===== config.mk =====
export PLATFORM = sky130hd
export DESIGN_NAME = bmd_256_latency_calc_flat
export DESIGN_NICKNAME = d
export VERILOG_FILES = /design/src/rtl/bmd_256_latency_calc_if.sv /design/src/rtl/bmd_256_latency_calc.sv /design/src/flat_wrapper.sv
export SDC_FILE = /design/constraint.sdc
export NUM_CORES = 1
export LEC_CHECK = 0
export BUFFER_PORTS_ARGS = -buffer_cell sky130_fd_sc_hd__buf_2
export CORE_UTILIZATION = 40
export DETAILED_ROUTE_END_ITERATION = 8
export MAX_ROUTING_LAYER = met4
export PLACE_DENSITY = 0.72
export SYNTH_ARGS = -nofsm -noshare
export SYNTH_HDL_FRONTEND = slang
export SYNTH_SLANG_ARGS = --single-unit

===== constraint.sdc =====
create_clock -name clk -period 30.3 [get_ports clk]
set_input_delay 6.06 -clock clk [delete_from_list [all_inputs] [get_ports clk]]
set_output_delay 6.06 -clock clk [all_outputs]
set_load 0.05 [all_outputs]

===== src/rtl/bmd_256_latency_calc_if.sv =====
// Bundle of the echo-input, BRAM port-B and result/statistics signals of
// bmd_256_latency_calc. The slave modport is the latency block's view; the
// master modport is the view of whatever drives it (RX engine, BRAM, VIO).
interface bmd_256_latency_calc_if #(
    parameter int COUNTER_WIDTH = 38,
    parameter int ADDR_WIDTH    = 13,
    parameter int SUM_WIDTH     = 64
);
    logic                     latency_reset_signal;
    logic [COUNTER_WIDTH-1:0] latency_counter;
    logic                     echo_valid;
    logic [ADDR_WIDTH-1:0]    echo_tag;
    logic                     bram_reb;
    logic [ADDR_WIDTH-1:0]    bram_rd_addr;
    logic [COUNTER_WIDTH-1:0] bram_rd_data;
    logic                     lat_valid;
    logic [COUNTER_WIDTH-1:0] lat_value;
    logic [ADDR_WIDTH-1:0]    lat_tag;
    logic [31:0]              stat_count;
    logic [COUNTER_WIDTH-1:0] stat_min;
    logic [COUNTER_WIDTH-1:0] stat_max;
    logic [SUM_WIDTH-1:0]     stat_sum;
    logic [15:0]              seq_err_count;

    modport slave (
        input  latency_reset_signal, latency_counter, echo_valid, echo_tag, bram_rd_data,
        output bram_reb, bram_rd_addr, lat_valid, lat_value, lat_tag,
               stat_count, stat_min, stat_max, stat_sum, seq_err_count
    );

    modport master (
        output latency_reset_signal, latency_counter, echo_valid, echo_tag, bram_rd_data,
        input  bram_reb, bram_rd_addr, lat_valid, lat_value, lat_tag,
               stat_count, stat_min, stat_max, stat_sum, seq_err_count
    );
endinterface


===== src/rtl/bmd_256_latency_calc.sv =====
// Latency calculator: reads the send timestamp stored in the latency BRAM at
// each echo's tag, subtracts it from the arrival time, and keeps running
// count/min/max/sum statistics plus a sequence-gap counter.
// RD_LATENCY must lie in 1..4 to match the BRAM port-B read pipeline.
module bmd_256_latency_calc #(
    parameter int COUNTER_WIDTH = 38,
    parameter int ADDR_WIDTH    = 13,
    parameter int RD_LATENCY    = 2,
    parameter int SUM_WIDTH     = 64
) (
    input  logic                   clk,
    input  logic                   rst,
    bmd_256_latency_calc_if.slave  bus
);

    localparam logic [COUNTER_WIDTH-1:0] CNT_ONES = {COUNTER_WIDTH{1'b1}};
    localparam logic [SUM_WIDTH-1:0]     SUM_ONES = {SUM_WIDTH{1'b1}};

    logic clear_s;
    logic accept_s;

    // Issue-side address hold
    logic [ADDR_WIDTH-1:0]    addr_hold_q, addr_hold_d;

    // Read-latency shadow pipeline (valid / tag / arrival time)
    logic [RD_LATENCY-1:0]    pipe_vld_q, pipe_vld_d;
    logic [ADDR_WIDTH-1:0]    pipe_tag_q  [RD_LATENCY];
    logic [ADDR_WIDTH-1:0]    pipe_tag_d  [RD_LATENCY];
    logic [COUNTER_WIDTH-1:0] pipe_time_q [RD_LATENCY];
    logic [COUNTER_WIDTH-1:0] pipe_time_d [RD_LATENCY];

    // Per-packet result
    logic                     lat_valid_q, lat_valid_d;
    logic [COUNTER_WIDTH-1:0] lat_value_q, lat_value_d;
    logic [ADDR_WIDTH-1:0]    lat_tag_q,   lat_tag_d;

    // Statistics
    logic [31:0]              stat_count_q, stat_count_d;
    logic [COUNTER_WIDTH-1:0] stat_min_q,   stat_min_d;
    logic [COUNTER_WIDTH-1:0] stat_max_q,   stat_max_d;
    logic [SUM_WIDTH-1:0]     stat_sum_q,   stat_sum_d;
    logic [SUM_WIDTH:0]       sum_ext_s;

    // Sequence checker
    logic [ADDR_WIDTH-1:0]    expected_tag_q, expected_tag_d;
    logic                     first_pend_q,   first_pend_d;
    logic [15:0]              seq_err_q,      seq_err_d;

    assign clear_s  = bus.latency_reset_signal;
    // An echo arriving together with a clear is discarded entirely.
    assign accept_s = bus.echo_valid & ~clear_s;

    // BRAM port-B request: enable and address follow the echo in the same cycle.
    always_comb begin
        bus.bram_reb     = accept_s;
        bus.bram_rd_addr = addr_hold_q;
        addr_hold_d      = addr_hold_q;
        if (accept_s) begin
            bus.bram_rd_addr = bus.echo_tag;
            addr_hold_d      = bus.echo_tag;
        end else begin
            addr_hold_d      = addr_hold_q;
        end
    end

    // Shift tag and arrival time alongside the BRAM read; clear drops in-flight entries.
    always_comb begin
        pipe_vld_d     = pipe_vld_q;
        pipe_tag_d     = pipe_tag_q;
        pipe_time_d    = pipe_time_q;
        pipe_vld_d[0]  = accept_s;
        pipe_tag_d[0]  = bus.echo_tag;
        pipe_time_d[0] = bus.latency_counter;
        for (int i = 1; i < RD_LATENCY; i++) begin
            pipe_vld_d[i]  = pipe_vld_q[i-1] & ~clear_s;
            pipe_tag_d[i]  = pipe_tag_q[i-1];
            pipe_time_d[i] = pipe_time_q[i-1];
        end
    end

    // Compute the wraparound difference when the BRAM data lines up with the pipeline tail.
    always_comb begin
        lat_valid_d = pipe_vld_q[RD_LATENCY-1] & ~clear_s;
        lat_value_d = lat_value_q;
        lat_tag_d   = lat_tag_q;
        if (pipe_vld_q[RD_LATENCY-1]) begin
            lat_value_d = pipe_time_q[RD_LATENCY-1] - bus.bram_rd_data;
            lat_tag_d   = pipe_tag_q[RD_LATENCY-1];
        end else begin
            lat_value_d = lat_value_q;
            lat_tag_d   = lat_tag_q;
        end
    end

    // Fold each registered result into the running statistics, saturating where needed.
    always_comb begin
        stat_count_d = stat_count_q;
        stat_min_d   = stat_min_q;
        stat_max_d   = stat_max_q;
        stat_sum_d   = stat_sum_q;
        sum_ext_s    = {1'b0, stat_sum_q} + {{(SUM_WIDTH+1-COUNTER_WIDTH){1'b0}}, lat_value_q};
        if (clear_s) begin
            stat_count_d = 32'd0;
            stat_min_d   = CNT_ONES;
            stat_max_d   = {COUNTER_WIDTH{1'b0}};
            stat_sum_d   = {SUM_WIDTH{1'b0}};
        end else if (lat_valid_q) begin
            stat_count_d = (stat_count_q == 32'hFFFF_FFFF) ? stat_count_q : stat_count_q + 32'd1;
            stat_sum_d   = sum_ext_s[SUM_WIDTH] ? SUM_ONES : sum_ext_s[SUM_WIDTH-1:0];
            stat_min_d   = (lat_value_q < stat_min_q) ? lat_value_q : stat_min_q;
            stat_max_d   = (lat_value_q > stat_max_q) ? lat_value_q : stat_max_q;
        end else begin
            stat_count_d = stat_count_q;
        end
    end

    // Sequence-gap checker: the first echo after reset/clear only seeds the expected tag.
    always_comb begin
        expected_tag_d = expected_tag_q;
        first_pend_d   = first_pend_q;
        seq_err_d      = seq_err_q;
        if (clear_s) begin
            expected_tag_d = {ADDR_WIDTH{1'b0}};
            first_pend_d   = 1'b1;
            seq_err_d      = 16'd0;
        end else if (accept_s) begin
            expected_tag_d = bus.echo_tag + ADDR_WIDTH'(1);
            first_pend_d   = 1'b0;
            if (!first_pend_q && (bus.echo_tag != expected_tag_q) && (seq_err_q != 16'hFFFF)) begin
                seq_err_d = seq_err_q + 16'd1;
            end else begin
                seq_err_d = seq_err_q;
            end
        end else begin
            expected_tag_d = expected_tag_q;
        end
    end

    // State registers with asynchronous reset.
    always_ff @(posedge clk or posedge rst) begin
        if (rst) begin
            addr_hold_q    <= {ADDR_WIDTH{1'b0}};
            pipe_vld_q     <= {RD_LATENCY{1'b0}};
            for (int i = 0; i < RD_LATENCY; i++) begin
                pipe_tag_q[i]  <= {ADDR_WIDTH{1'b0}};
                pipe_time_q[i] <= {COUNTER_WIDTH{1'b0}};
            end
            lat_valid_q    <= 1'b0;
            lat_value_q    <= {COUNTER_WIDTH{1'b0}};
            lat_tag_q      <= {ADDR_WIDTH{1'b0}};
            stat_count_q   <= 32'd0;
            stat_min_q     <= CNT_ONES;
            stat_max_q     <= {COUNTER_WIDTH{1'b0}};
            stat_sum_q     <= {SUM_WIDTH{1'b0}};
            expected_tag_q <= {ADDR_WIDTH{1'b0}};
            first_pend_q   <= 1'b1;
            seq_err_q      <= 16'd0;
        end else begin
            addr_hold_q    <= addr_hold_d;
            pipe_vld_q     <= pipe_vld_d;
            pipe_tag_q     <= pipe_tag_d;
            pipe_time_q    <= pipe_time_d;
            lat_valid_q    <= lat_valid_d;
            lat_value_q    <= lat_value_d;
            lat_tag_q      <= lat_tag_d;
            stat_count_q   <= stat_count_d;
            stat_min_q     <= stat_min_d;
            stat_max_q     <= stat_max_d;
            stat_sum_q     <= stat_sum_d;
            expected_tag_q <= expected_tag_d;
            first_pend_q   <= first_pend_d;
            seq_err_q      <= seq_err_d;
        end
    end

    assign bus.lat_valid     = lat_valid_q;
    assign bus.lat_value     = lat_value_q;
    assign bus.lat_tag       = lat_tag_q;
    assign bus.stat_count    = stat_count_q;
    assign bus.stat_min      = stat_min_q;
    assign bus.stat_max      = stat_max_q;
    assign bus.stat_sum      = stat_sum_q;
    assign bus.seq_err_count = seq_err_q;

endmodule


===== src/flat_wrapper.sv =====
// flat-port wrapper written by rule: the top's interface ports become plain ports
module bmd_256_latency_calc_flat 
#(
    parameter int COUNTER_WIDTH = 38,
    parameter int ADDR_WIDTH    = 13,
    parameter int RD_LATENCY    = 2,
    parameter int SUM_WIDTH     = 64
)
  (clk, rst, bus_latency_reset_signal, bus_latency_counter, bus_echo_valid, bus_echo_tag, bus_bram_rd_data, bus_bram_reb, bus_bram_rd_addr, bus_lat_valid, bus_lat_value, bus_lat_tag, bus_stat_count, bus_stat_min, bus_stat_max, bus_stat_sum, bus_seq_err_count);
  bmd_256_latency_calc_if #(.COUNTER_WIDTH(COUNTER_WIDTH), .ADDR_WIDTH(ADDR_WIDTH), .SUM_WIDTH(SUM_WIDTH)) bus_i ();
  input  logic clk;
  input  logic rst;
  input wire logic [$bits(bus_i.latency_reset_signal)-1:0] bus_latency_reset_signal;
  input wire logic [$bits(bus_i.latency_counter)-1:0] bus_latency_counter;
  input wire logic [$bits(bus_i.echo_valid)-1:0] bus_echo_valid;
  input wire logic [$bits(bus_i.echo_tag)-1:0] bus_echo_tag;
  input wire logic [$bits(bus_i.bram_rd_data)-1:0] bus_bram_rd_data;
  output wire logic [$bits(bus_i.bram_reb)-1:0] bus_bram_reb;
  output wire logic [$bits(bus_i.bram_rd_addr)-1:0] bus_bram_rd_addr;
  output wire logic [$bits(bus_i.lat_valid)-1:0] bus_lat_valid;
  output wire logic [$bits(bus_i.lat_value)-1:0] bus_lat_value;
  output wire logic [$bits(bus_i.lat_tag)-1:0] bus_lat_tag;
  output wire logic [$bits(bus_i.stat_count)-1:0] bus_stat_count;
  output wire logic [$bits(bus_i.stat_min)-1:0] bus_stat_min;
  output wire logic [$bits(bus_i.stat_max)-1:0] bus_stat_max;
  output wire logic [$bits(bus_i.stat_sum)-1:0] bus_stat_sum;
  output wire logic [$bits(bus_i.seq_err_count)-1:0] bus_seq_err_count;
  assign bus_i.latency_reset_signal = bus_latency_reset_signal;
  assign bus_i.latency_counter = bus_latency_counter;
  assign bus_i.echo_valid = bus_echo_valid;
  assign bus_i.echo_tag = bus_echo_tag;
  assign bus_i.bram_rd_data = bus_bram_rd_data;
  assign bus_bram_reb = bus_i.bram_reb;
  assign bus_bram_rd_addr = bus_i.bram_rd_addr;
  assign bus_lat_valid = bus_i.lat_valid;
  assign bus_lat_value = bus_i.lat_value;
  assign bus_lat_tag = bus_i.lat_tag;
  assign bus_stat_count = bus_i.stat_count;
  assign bus_stat_min = bus_i.stat_min;
  assign bus_stat_max = bus_i.stat_max;
  assign bus_stat_sum = bus_i.stat_sum;
  assign bus_seq_err_count = bus_i.seq_err_count;
  bmd_256_latency_calc #(.COUNTER_WIDTH(COUNTER_WIDTH), .ADDR_WIDTH(ADDR_WIDTH), .RD_LATENCY(RD_LATENCY), .SUM_WIDTH(SUM_WIDTH)) u_core (.clk(clk), .rst(rst), .bus(bus_i));
endmodule

# Word level (Yosys, flattened, before mapping)
# Index checks and enable logic that the tools add are counted.
# word_totals
ff_bits	371
inputBits	93
output_inout_bits	254
# classes
addsub	5
n_lt_le_gt_ge	2
eq_ne	4
mux	20
n_bitwise	4
reduce_logical	12
# op_table
operator	n
two-way mux 38 bit	6
two-way mux 64 bit	3
two-way mux 32 bit	3
adder 64 x 38 -> 65 bit	1
two-way mux 16 bit	3
two-way mux 13 bit	3
greater-than comparator 38 bit	1
less-than comparator 38 bit	1
subtractor 38 bit	1
adder 32 x 1 -> 32 bit, second input constant	1
== test 32 bit, second input constant	1
adder 16 x 1 -> 16 bit, second input constant	1
!= test 16 bit, second input constant	1
adder 13 x 1 -> 13 bit, second input constant	1
!= test 13 bit	1
nonzero test 2 bit	5
AND reduction 2 bit	4
bitwise AND 1 bit	3
logical AND 1 bit	2
two-way mux 1 bit	2
!= test 2 bit, second input constant	1
zero test 1 bit	1
inverter 1 bit	1

# Longest topological paths before layout
# Gate-level depths: netlist of the first run.
# depth
ltp_word	6
depth_mapped	13
ltp_nobuf	12

# Least setup slack after synthesis of the first run
# Ideal clock, no wire load.
# synth_timing
kind	in2out
start	input port bus_echo_valid
end	output port bus_bram_rd_addr[10]
arrival_ps	7950
required_ps	24240
setup_slack_ps	16290
cell_stages	5
path_cell_list	clkbuf_1 nor2b_1 clkbuf_1 clkbuf_1 mux2_2
# synth_between
elab_chain_cells	2
# synth_rtl
element	line_no	text
start: declaration	flat_wrapper.sv:15	input wire logic [$bits(bus_i.echo_valid)-1:0] bus_echo_valid;
bitwise AND 1 bit	bmd_256_latency_calc.sv:51	assign accept_s = bus.echo_valid & ~clear_s;
net bus_bram_reb	flat_wrapper.sv:18	output wire logic [$bits(bus_i.bram_reb)-1:0] bus_bram_reb;
two-way mux 13 bit	-	
end: declaration	flat_wrapper.sv:19	output wire logic [$bits(bus_i.bram_rd_addr)-1:0] bus_bram_rd_addr;
# The timed path passes the listed nets, and every way through them passes these cells.

# Final worst setup path of the first run
# layout_timing
start	input port bus_echo_valid
end	output port bus_bram_rd_addr[2]
# layout_between
elab_chain_cells	2
# layout_rtl
element	line_no
bitwise AND 1 bit	bmd_256_latency_calc.sv:51
two-way mux 13 bit	-
# Every way passes these cells.

==> results of run 1 <==
-- logic make-up (layout without fill, tap and decap cells) --
kind of cell / after synthesis / count (layout) / share of synthesized area
buffers and inverters: 235 / 577 / 0.0448
adders and majority gates: 155 / 155 / 0.0947
muxes: 133 / 133 / 0.0678
xor gates and xnor gates: 131 / 131 / 0.0556
AOI/OAI and AO/OA: 447 / 447 / 0.146
DFF: 371 / 371 / 0.452
and+or+nand+nor: 605 / 605 / 0.139
-- flip-flops by register name, summed over array words and instances, names as in the netlist, 2 cells and up --
signal / count
u_core.bus.stat_min: 38
u_core.pipe_time_d: 38
u_core.bus.lat_value: 38
u_core.pipe_vld_q: 2
u_core.bus.stat_sum: 64
u_core.pipe_time_q: 38
u_core.bus.lat_tag: 13
u_core.pipe_tag_d: 13
u_core.pipe_tag_q: 13
u_core.bus.stat_max: 38
u_core.bus.stat_count: 32
u_core.addr_hold_q: 13
u_core.expected_tag_q: 13
u_core.bus.seq_err_count: 16
-- metrics by stage --
step	util	total power (uW)	setup slack, ns	hold WS [ns]
floorplan	-	894	14.00	0.331
global placement	0.454	1010	16.34	0.332
detailed placement	0.454	1020	16.27	0.335
CTS	0.483	1570	16.26	0.347
global route	0.483	1630	16.17	0.350
finish	0.483	1550	16.25	0.346
-- synth_stat cells, types with 3 or more instances --
master,count
xor2_1,66
a21oi_1,137
nor2b_1,14
dfrtp_1,332
buf_2,20
a311oi_1,25
o211ai_1,5
nor4_1,6
mux2_2,51
a41o_1,3
and4_1,17
nand3_1,50
a21o_1,64
nor3_1,25
a31o_2,3
o21bai_1,13
o31ai_1,6
and2_1,13
a211o_1,4
o22ai_1,9
o21ai_0,57
o21ai_1,11
buf_1,3
or2_2,3
o211a_1,4
dfstp_2,39
a41oi_1,3
or3_1,13
clkbuf_1,70
ha_1,153
o21a_1,13
inv_1,137
a31oi_1,15
nand4_1,44
a221oi_1,6
mux2i_1,81
nand2b_1,5
xnor2_1,65
and3_1,31
a211oi_1,32
nor2_1,268
nand2_1,97
-- cells in the final DEF (no fill, tap or decap), drive strengths merged, types with 52 or more instances in the layout --
cell type,count
a21o,65
a21oi,139
buf,360
clkbuf,56
dfrtp,332
ha,153
inv,138
mux2,52
mux2i,81
nand2,98
nor2,268
o21ai,69
xnor2,65
xor2,66
-- final timing paths --
check	slack (ns)	end	cells after the start	startpoint
max in group asynchronous	22.48	u_core.bus.stat_max[1]$_DFFE_PP0P_	4	rst
min reg2reg	0.35	u_core.pipe_time_q[29]$_DFF_PP0_	0	u_core.pipe_time_d[29]$_DFF_PP0_
min in group asynchronous	5.59	u_core.pipe_time_d[37]$_DFF_PP0_	2	rst
max reg2reg	26.11	u_core.bus.stat_sum[60]$_DFFE_PP0P_	11	u_core.bus.lat_value[0]$_DFFE_PP0P_
max	16.25	bus_bram_rd_addr[2]	5	bus_echo_valid
min	0.35	u_core.pipe_time_q[29]$_DFF_PP0_	0	u_core.pipe_time_d[29]$_DFF_PP0_
-- final cells by class --
class,count,share of cell area
multi-input combinational,1471,0.426
clock buffer,56,0.0490
inverter,139,0.0217
tap,672,0.0344
sequential,371,0.382
clock inverter,22,0.0110
timing repair buffer,360,0.0755
-- metal layers --
layer,track usage,vias up,part of all wire
li1,-,7964,-
met4,0.0881,0,0.037
met5,-,-,0
met1,0.289,8347,0.44
met3,0.0403,120,0.060
met2,0.360,544,0.47
-- critical path: stages --
cell and delay [ns]:
buf_2 0.38, nor2b_1 0.65, buf_4 0.30, mux2_2 0.36, buf_2 0.21
-- power by group --
group	internal (uW)	switching [uW]
sequential	532	63.3
combinational	140	276
clock	322	218
total	995	557
==> flow_metrics.tcl, run 1 <==
set metrics [dict create \
    skew_ns 0.0165 \
    dr.pass1.iters 5 \
    placeableCoreArea_sq_um 50600 \
    row_count 82 \
    fin_crit_sh 0.464 \
    syn_nets 2325 \
    drt-total-wl_um 58800 \
    synthCells 2077 \
    hp-class "reg -> reg" \
    cts-root-buf "clkbuf_16" \
    tightest_slew_ns 1.14 \
    cts.sinks 371 \
    cp.required_ns 24.24 \
    status "completed" \
    setup_viol 0 \
    diodes 0 \
    post_cts_buffers 0 \
    gp_congestion 0.924 \
    finalNonFillerCells 3091 \
    grt_pass1_wl_um 92500 \
    yosysSeqAreaShare 0.452 \
    max_cap_violations 0 \
    cts_buffers 43 \
    tritoncts "done" \
    antenna_found_initial 0 \
    htreeDepth 2 \
    clk_latency_ns 0.57 \
    grt_pass1_vias 16913 \
    ys.flop_type "dfrtp_1" \
    synth_edf_count 0 \
    clkTransAtPathRegs_ns 0.06 \
    io_buffers 346 \
    drt_iter0_drc 1204 \
    design_area_sq_um 24400 \
    synth_top_area_frac 0.402 \
    syn_area_sq_um 20600 \
    syn_avg_cell_area_sq_um 9.94 \
    critPathMaxFanout 28 \
    start_util 0.408 \
    power_leakage_uw 0.0118 \
    layout-drive-gt1-share 0.229 \
    post_dp_cell_area_sq_um 23000 \
    die_y_um 229 \
    crit_path_end_kind "primary output" \
    grt.overflow.total 0 \
    irDropWorstVdd_v 0.0000524 \
    route.detailed.drc 0 \
    dp.cells 3013 \
    synth-seq-cells 371 \
    netlist_top_cells_area "dfrtp_1 (40%), ha_1 (9.3%), dfstp_2 (5.0%)" \
    viasPerCell 5.49 \
    ys_types 90 \
    syn2layout_area_growth_pct 18.3 \
    finalMaxSlewViolations 0 \
    holdBufCountCts 0 \
    multi_input_area_sq_um 10400 \
    setup.worst_path.start_class "primary input" \
    fill_cells 4677 \
    fin_setup_tns_ns 0 \
    worstSetupPathType "in -> out" \
    finalHoldViolCount 0 \
    arrival_ns 7.99 \
    synth.largest_area_cell "dfrtp_1" \
    grt_use_total 0.227 \
    via_count 16975 \
    ant_nets 0 \
    finalNetCount 2634 \
    async_flop_share 1.00 \
    post_cts_resized 0 \
    grt_max_degree 118 \
    wl_per_cell_um 19.0 \
    clock.fmax_mhz 71.2 \
    slew_headroom 0.234 \
    seq_area_sq_um 9340 \
    ys_warn_count 0 \
    pin_count 347 \
    dieArea_sq_um 52500 \
    powerDensity_nw_per_um2 63.5 \
    rsz0062_at_grt "no" \
    clk_path_buf_depth 3 \
    dp_hpwl_um 43100 \
    fin_crit_ns 14.05 \
    die_x_um 229 \
]
(Power assumes the default switching activity.)
==> run 2, diff against run 1 <==
--- a/config.mk
+++ b/config.mk
@@ -9,7 +9,7 @@
 export CORE_UTILIZATION = 40
 export DETAILED_ROUTE_END_ITERATION = 8
 export MAX_ROUTING_LAYER = met4
-export PLACE_DENSITY = 0.72
+export PLACE_DENSITY = 0.74
 export SYNTH_ARGS = -nofsm -noshare
 export SYNTH_HDL_FRONTEND = slang
 export SYNTH_SLANG_ARGS = --single-unit
==> constraint.sdc (replaced) <==
create_clock -name clk -period 11.8 [get_ports clk]
set_input_delay 2.36 -clock clk [delete_from_list [all_inputs] [get_ports clk]]
set_output_delay 2.36 -clock clk [all_outputs]
set_load 0.05 [all_outputs]
==> flow_metrics.tcl, run 2 (synthesis results as in run 1) <==
set metrics [dict create \
    die_y_um 229 \
    whs_path_depth 0 \
    drt-total-wl_um 58700 \
    finalHoldViolCount 0 \
    critPathMaxStageDelay_ns 0.55 \
    holdBufCountCts 0 \
    gp_congestion 0.917 \
    grt_use_total 0.230 \
    finalNetCount 2634 \
    post_dp_cell_area_sq_um 23000 \
    max_cap_violations 0 \
    design_area_sq_um 24500 \
    antenna_found_initial 1 \
    tightest_slew_ns 1.16 \
    fill_cells 4632 \
    via_count 17027 \
    grt.overflow.total 0 \
    critPathMaxFanout 97 \
    worstSetupPathType "in -> out" \
    dieArea_sq_um 52500 \
    irDropWorstVdd_v 0.000116 \
    start_util 0.408 \
    die_x_um 229 \
    finalMaxSlewViolations 0 \
    pin_count 347 \
    reg2reg_depth 11 \
    powerDensity_nw_per_um2 164 \
    cts.sinks 371 \
    hp-class "reg -> reg" \
    grt_max_degree 188 \
    slew_headroom 0.219 \
    multi_input_area_sq_um 10400 \
    power_leakage_uw 0.0118 \
    cpMaxStageDelayCell "buf_6" \
    layout_commonest_cell "buf_2" \
    fin_crit_sh 0.524 \
    post_cts_buffers 0 \
    clkTransAtPathRegs_ns 0.06 \
    viasPerCell 5.51 \
    seq_area_sq_um 9340 \
    skew_ns 0.0225 \
    io_buffers 346 \
    clock.fmax_mhz 162 \
    largest_reg_flops 64 \
    dr.pass1.iters 5 \
    clk_path_buf_depth 3 \
    grt_pass1_wl_um 93500 \
    wl_per_cell_um 19.0 \
    final_cell_mix "buf_2 (345), dfrtp_1 (330), nor2_1 (268), ha_1 (153)" \
    fin_setup_tns_ns 0 \
    setup_viol 0 \
    row_count 82 \
    cp_cell_sequence "buf_6 > nor2b_1 > buf_4 > mux2_2 > buf_2" \
    route.detailed.drc 0 \
    crit_path_end_kind "primary output" \
    syn2layout_area_growth_pct 18.4 \
    htreeDepth 2 \
    post_cts_resized 0 \
    drt_iter0_drc 1133 \
    fin_crit_ns 6.19 \
    placeableCoreArea_sq_um 50600 \
    cp.required_ns 9.44 \
    layout-drive-gt1-share 0.230 \
    cts_buffers 44 \
    ant_nets 0 \
    cts-root-buf "clkbuf_16" \
    clk_latency_ns 0.58 \
    setup.worst_path.start_class "primary input" \
    dp_hpwl_um 42600 \
    grt_pass1_vias 16796 \
    arrival_ns 3.83 \
    tritoncts "done" \
    status "completed" \
    rsz0062_at_grt "no" \
]
[run 2: critical path, delay by kind of cell]
kind	cells	cell delay [ns]
buffers and inverters	3	1.00
muxes	1	0.31
and+or+nand+nor	1	0.10
[run 2: final cells by class]
cell class	count	area share
Antenna cell	1	0.000102
Tap cell	672	0.0344
Clock buffer	55	0.0500
Multi-Input combinational cell	1471	0.426
Inverter	139	0.0215
Sequential cell	371	0.382
Timing Repair Buffer	359	0.0761
Clock inverter	23	0.0103
[run 2: report_power, final]
group / switching [uW] / internal, uW
logic: 715 / 363
registers: 162 / 1370
clock network: 567 / 826
[run 2: worst paths after layout]
path / start / endpoint / slack (ns)
setup / recovery: bus_latency_reset_signal / bus_bram_rd_addr[2] / 5.61
hold / removal: u_core.pipe_time_d[13]$_DFF_PP0_ / u_core.pipe_time_q[13]$_DFF_PP0_ / 0.34
setup reg to reg: u_core.bus.lat_value[0]$_DFFE_PP0P_ / u_core.bus.stat_sum[60]$_DFFE_PP0P_ / 7.68
hold reg to reg: u_core.pipe_time_d[13]$_DFF_PP0_ / u_core.pipe_time_q[13]$_DFF_PP0_ / 0.34
max in group asynchronous: rst / u_core.bus.stat_sum[7]$_DFFE_PP0P_ / 8.19
min in group asynchronous: rst / u_core.pipe_time_d[35]$_DFF_PP0_ / 2.06
[run 2: layer usage]
layer  wire [um]  global-route usage  vias up
met5           0                   -        -
met3        3860              0.0471       99
met1       25400               0.292     8423
met2       27800               0.367      535
li1            -                   -     7970
met4        1690              0.0727        0
[run 2: metrics by stage]
stage / hold slack [ns] / util / setup WS (ns) / cells / power (uW)
5_1_grt: 0.348 / 0.483 / 5.55 / 3091 / 4200
4_1_cts: 0.347 / 0.483 / 5.62 / 3090 / 4040
3_3_place_gp: 0.333 / 0.454 / 5.66 / 3012 / 2600
6_report: 0.344 / 0.483 / 5.61 / 3091 / 4000
3_5_place_dp: 0.335 / 0.454 / 5.62 / 3012 / 2620
2_1_floorplan: 0.331 / - / 4.49 / 2077 / 2300
==> run 3, diff against run 2 <==
==> constraint.sdc (replaced) <==
create_clock -name clk -period 5.2 [get_ports clk]
set_input_delay 1.04 -clock clk [delete_from_list [all_inputs] [get_ports clk]]
set_output_delay 1.04 -clock clk [all_outputs]
set_load 0.05 [all_outputs]
==> flow_metrics.tcl, run 3 (synthesis results as in run 1) <==
set metrics [dict create \
    fin_crit_sh 0.744 \
    fin_util 0.484 \
    clock.fmax_mhz 259 \
    layout_commonest_cell "buf_2" \
    tritoncts "done" \
    max_cap_violations 0 \
    grt.overflow.total 0 \
    ant_nets 0 \
    clkTransAtPathRegs_ns 0.06 \
    place_ws_ns 1.26 \
    cpMaxStageDelayCell "a211o_1" \
    largest_reg_flops 64 \
    crit_path_end_kind "flip-flop" \
    cp_cell_sequence "ha_1 > fa_1 > a21o_1 > a221oi_2 > a21oi_2 > and4_1 > o211ai_2 > a211o_1 > nand2_1 > o22ai_1 > nor2_1" \
    clk_path_buf_depth 3 \
    fin_setup_tns_ns 0 \
    antenna_found_initial 0 \
    slew_headroom 0.154 \
    skew_ns 0.0217 \
    fin_ws_ns 1.33 \
    setup.worst_path.start_class "flip-flop" \
    worstSetupPathType "reg -> reg" \
    placeableCoreArea_sq_um 50600 \
    post_cts_buffers 0 \
    gp_congestion 0.937 \
    die_x_um 229 \
    whs_ns 0.333 \
    power_leakage_uw 0.0119 \
    fill_cells 4616 \
    dp_hpwl_um 43500 \
    grt_use_total 0.232 \
    hp-class "reg -> reg" \
    powerDensity_nw_per_um2 369 \
    layout-drive-gt1-share 0.231 \
    drt_iter0_drc 1031 \
    viasPerCell 5.47 \
    grt_pass1_vias 16883 \
    clk_latency_ns 0.58 \
    grt_max_degree 121 \
    finalHoldViolCount 0 \
    seq_area_sq_um 9340 \
    fin_crit_ns 3.87 \
    multi_input_area_sq_um 10400 \
    finalNetCount 2639 \
    wl_per_cell_um 19.2 \
    route.detailed.drc 0 \
    critPathMaxFanout 13 \
    cp.required_ns 5.58 \
    tightest_slew_ns 1.27 \
    rsz0062_at_grt "no" \
    final_cell_mix "buf_2 (345), dfrtp_1 (330), nor2_1 (268), ha_1 (153)" \
    io_buffers 346 \
    setup_viol 0 \
    row_count 82 \
    syn2layout_area_growth_pct 18.6 \
    drt-total-wl_um 59400 \
    critPathMaxStageDelay_ns 0.52 \
    cts.sinks 371 \
    via_count 16953 \
    status "completed" \
    dieArea_sq_um 52500 \
    irDropWorstVdd_v 0.000260 \
    cts-root-buf "clkbuf_16" \
    diodes 0 \
    holdBufCountCts 0 \
    start_util 0.408 \
    die_y_um 229 \
    pin_count 347 \
    dr.pass1.iters 5 \
    grt_pass1_wl_um 94800 \
    finalMaxSlewViolations 0 \
    cts_buffers 44 \
    post_cts_resized 0 \
    arrival_ns 4.25 \
    htreeDepth 2 \
]
run 3: where the power goes:
group,switching [uW],internal (uW)
Clock,1270,1850
Combinational,1630,825
Sequential,371,3100
Total,3280,5770
run 3: path summary, 6_finish.rpt:
kind                                                        to                                 from  slack (ns)  cells after the start
max                        u_core.bus.stat_sum[28]$_DFFE_PP0P_  u_core.bus.lat_value[0]$_DFFE_PP0P_        1.33                     11
min                           u_core.pipe_time_q[19]$_DFF_PP0_     u_core.pipe_time_d[19]$_DFF_PP0_        0.33                      0
max reg2reg                u_core.bus.stat_sum[28]$_DFFE_PP0P_  u_core.bus.lat_value[0]$_DFFE_PP0P_        1.33                     11
min reg2reg                   u_core.pipe_time_q[19]$_DFF_PP0_     u_core.pipe_time_d[19]$_DFF_PP0_        0.33                      0
max in group asynchronous   u_core.bus.stat_max[8]$_DFFE_PP0P_                                  rst        3.19                      3
min in group asynchronous     u_core.pipe_time_d[37]$_DFF_PP0_                                  rst        0.74                      2
run 3: layer usage:
layer | GRT usage | part of all wire
met5 | - | 0
met4 | 0.0831 | 0.033
met3 | 0.0453 | 0.061
met2 | 0.360 | 0.47
met1 | 0.302 | 0.44
run 3: worst max-delay path: cells and delay by family, from the launching register on:
kind	cells	cell delay, ns
AO/OA/AOI/OAI	6	1.81
adder cells (fa/ha/maj)	2	0.67
flip-flops	1	0.46
AND/OR/NAND/NOR	3	0.72
run 3: layout make-up:
class	instances	share of cell area
sequential	371	0.381
clock buffer	62	0.0531
clock inverter	18	0.00690
inverter	139	0.0215
tap	672	0.0343
timing repair buffer	364	0.0780
multi-input combinational	1471	0.425
run 3: metrics by stage:
step                area (sq um)  total power (uW)  std cells
floorplan                  20700              5210       2077
global route               24500              9510       3097
global placement           23000              5900       3017
detailed placement         23000              5970       3017
finish                     24500              9050       3097
CTS                        24500              9130       3097
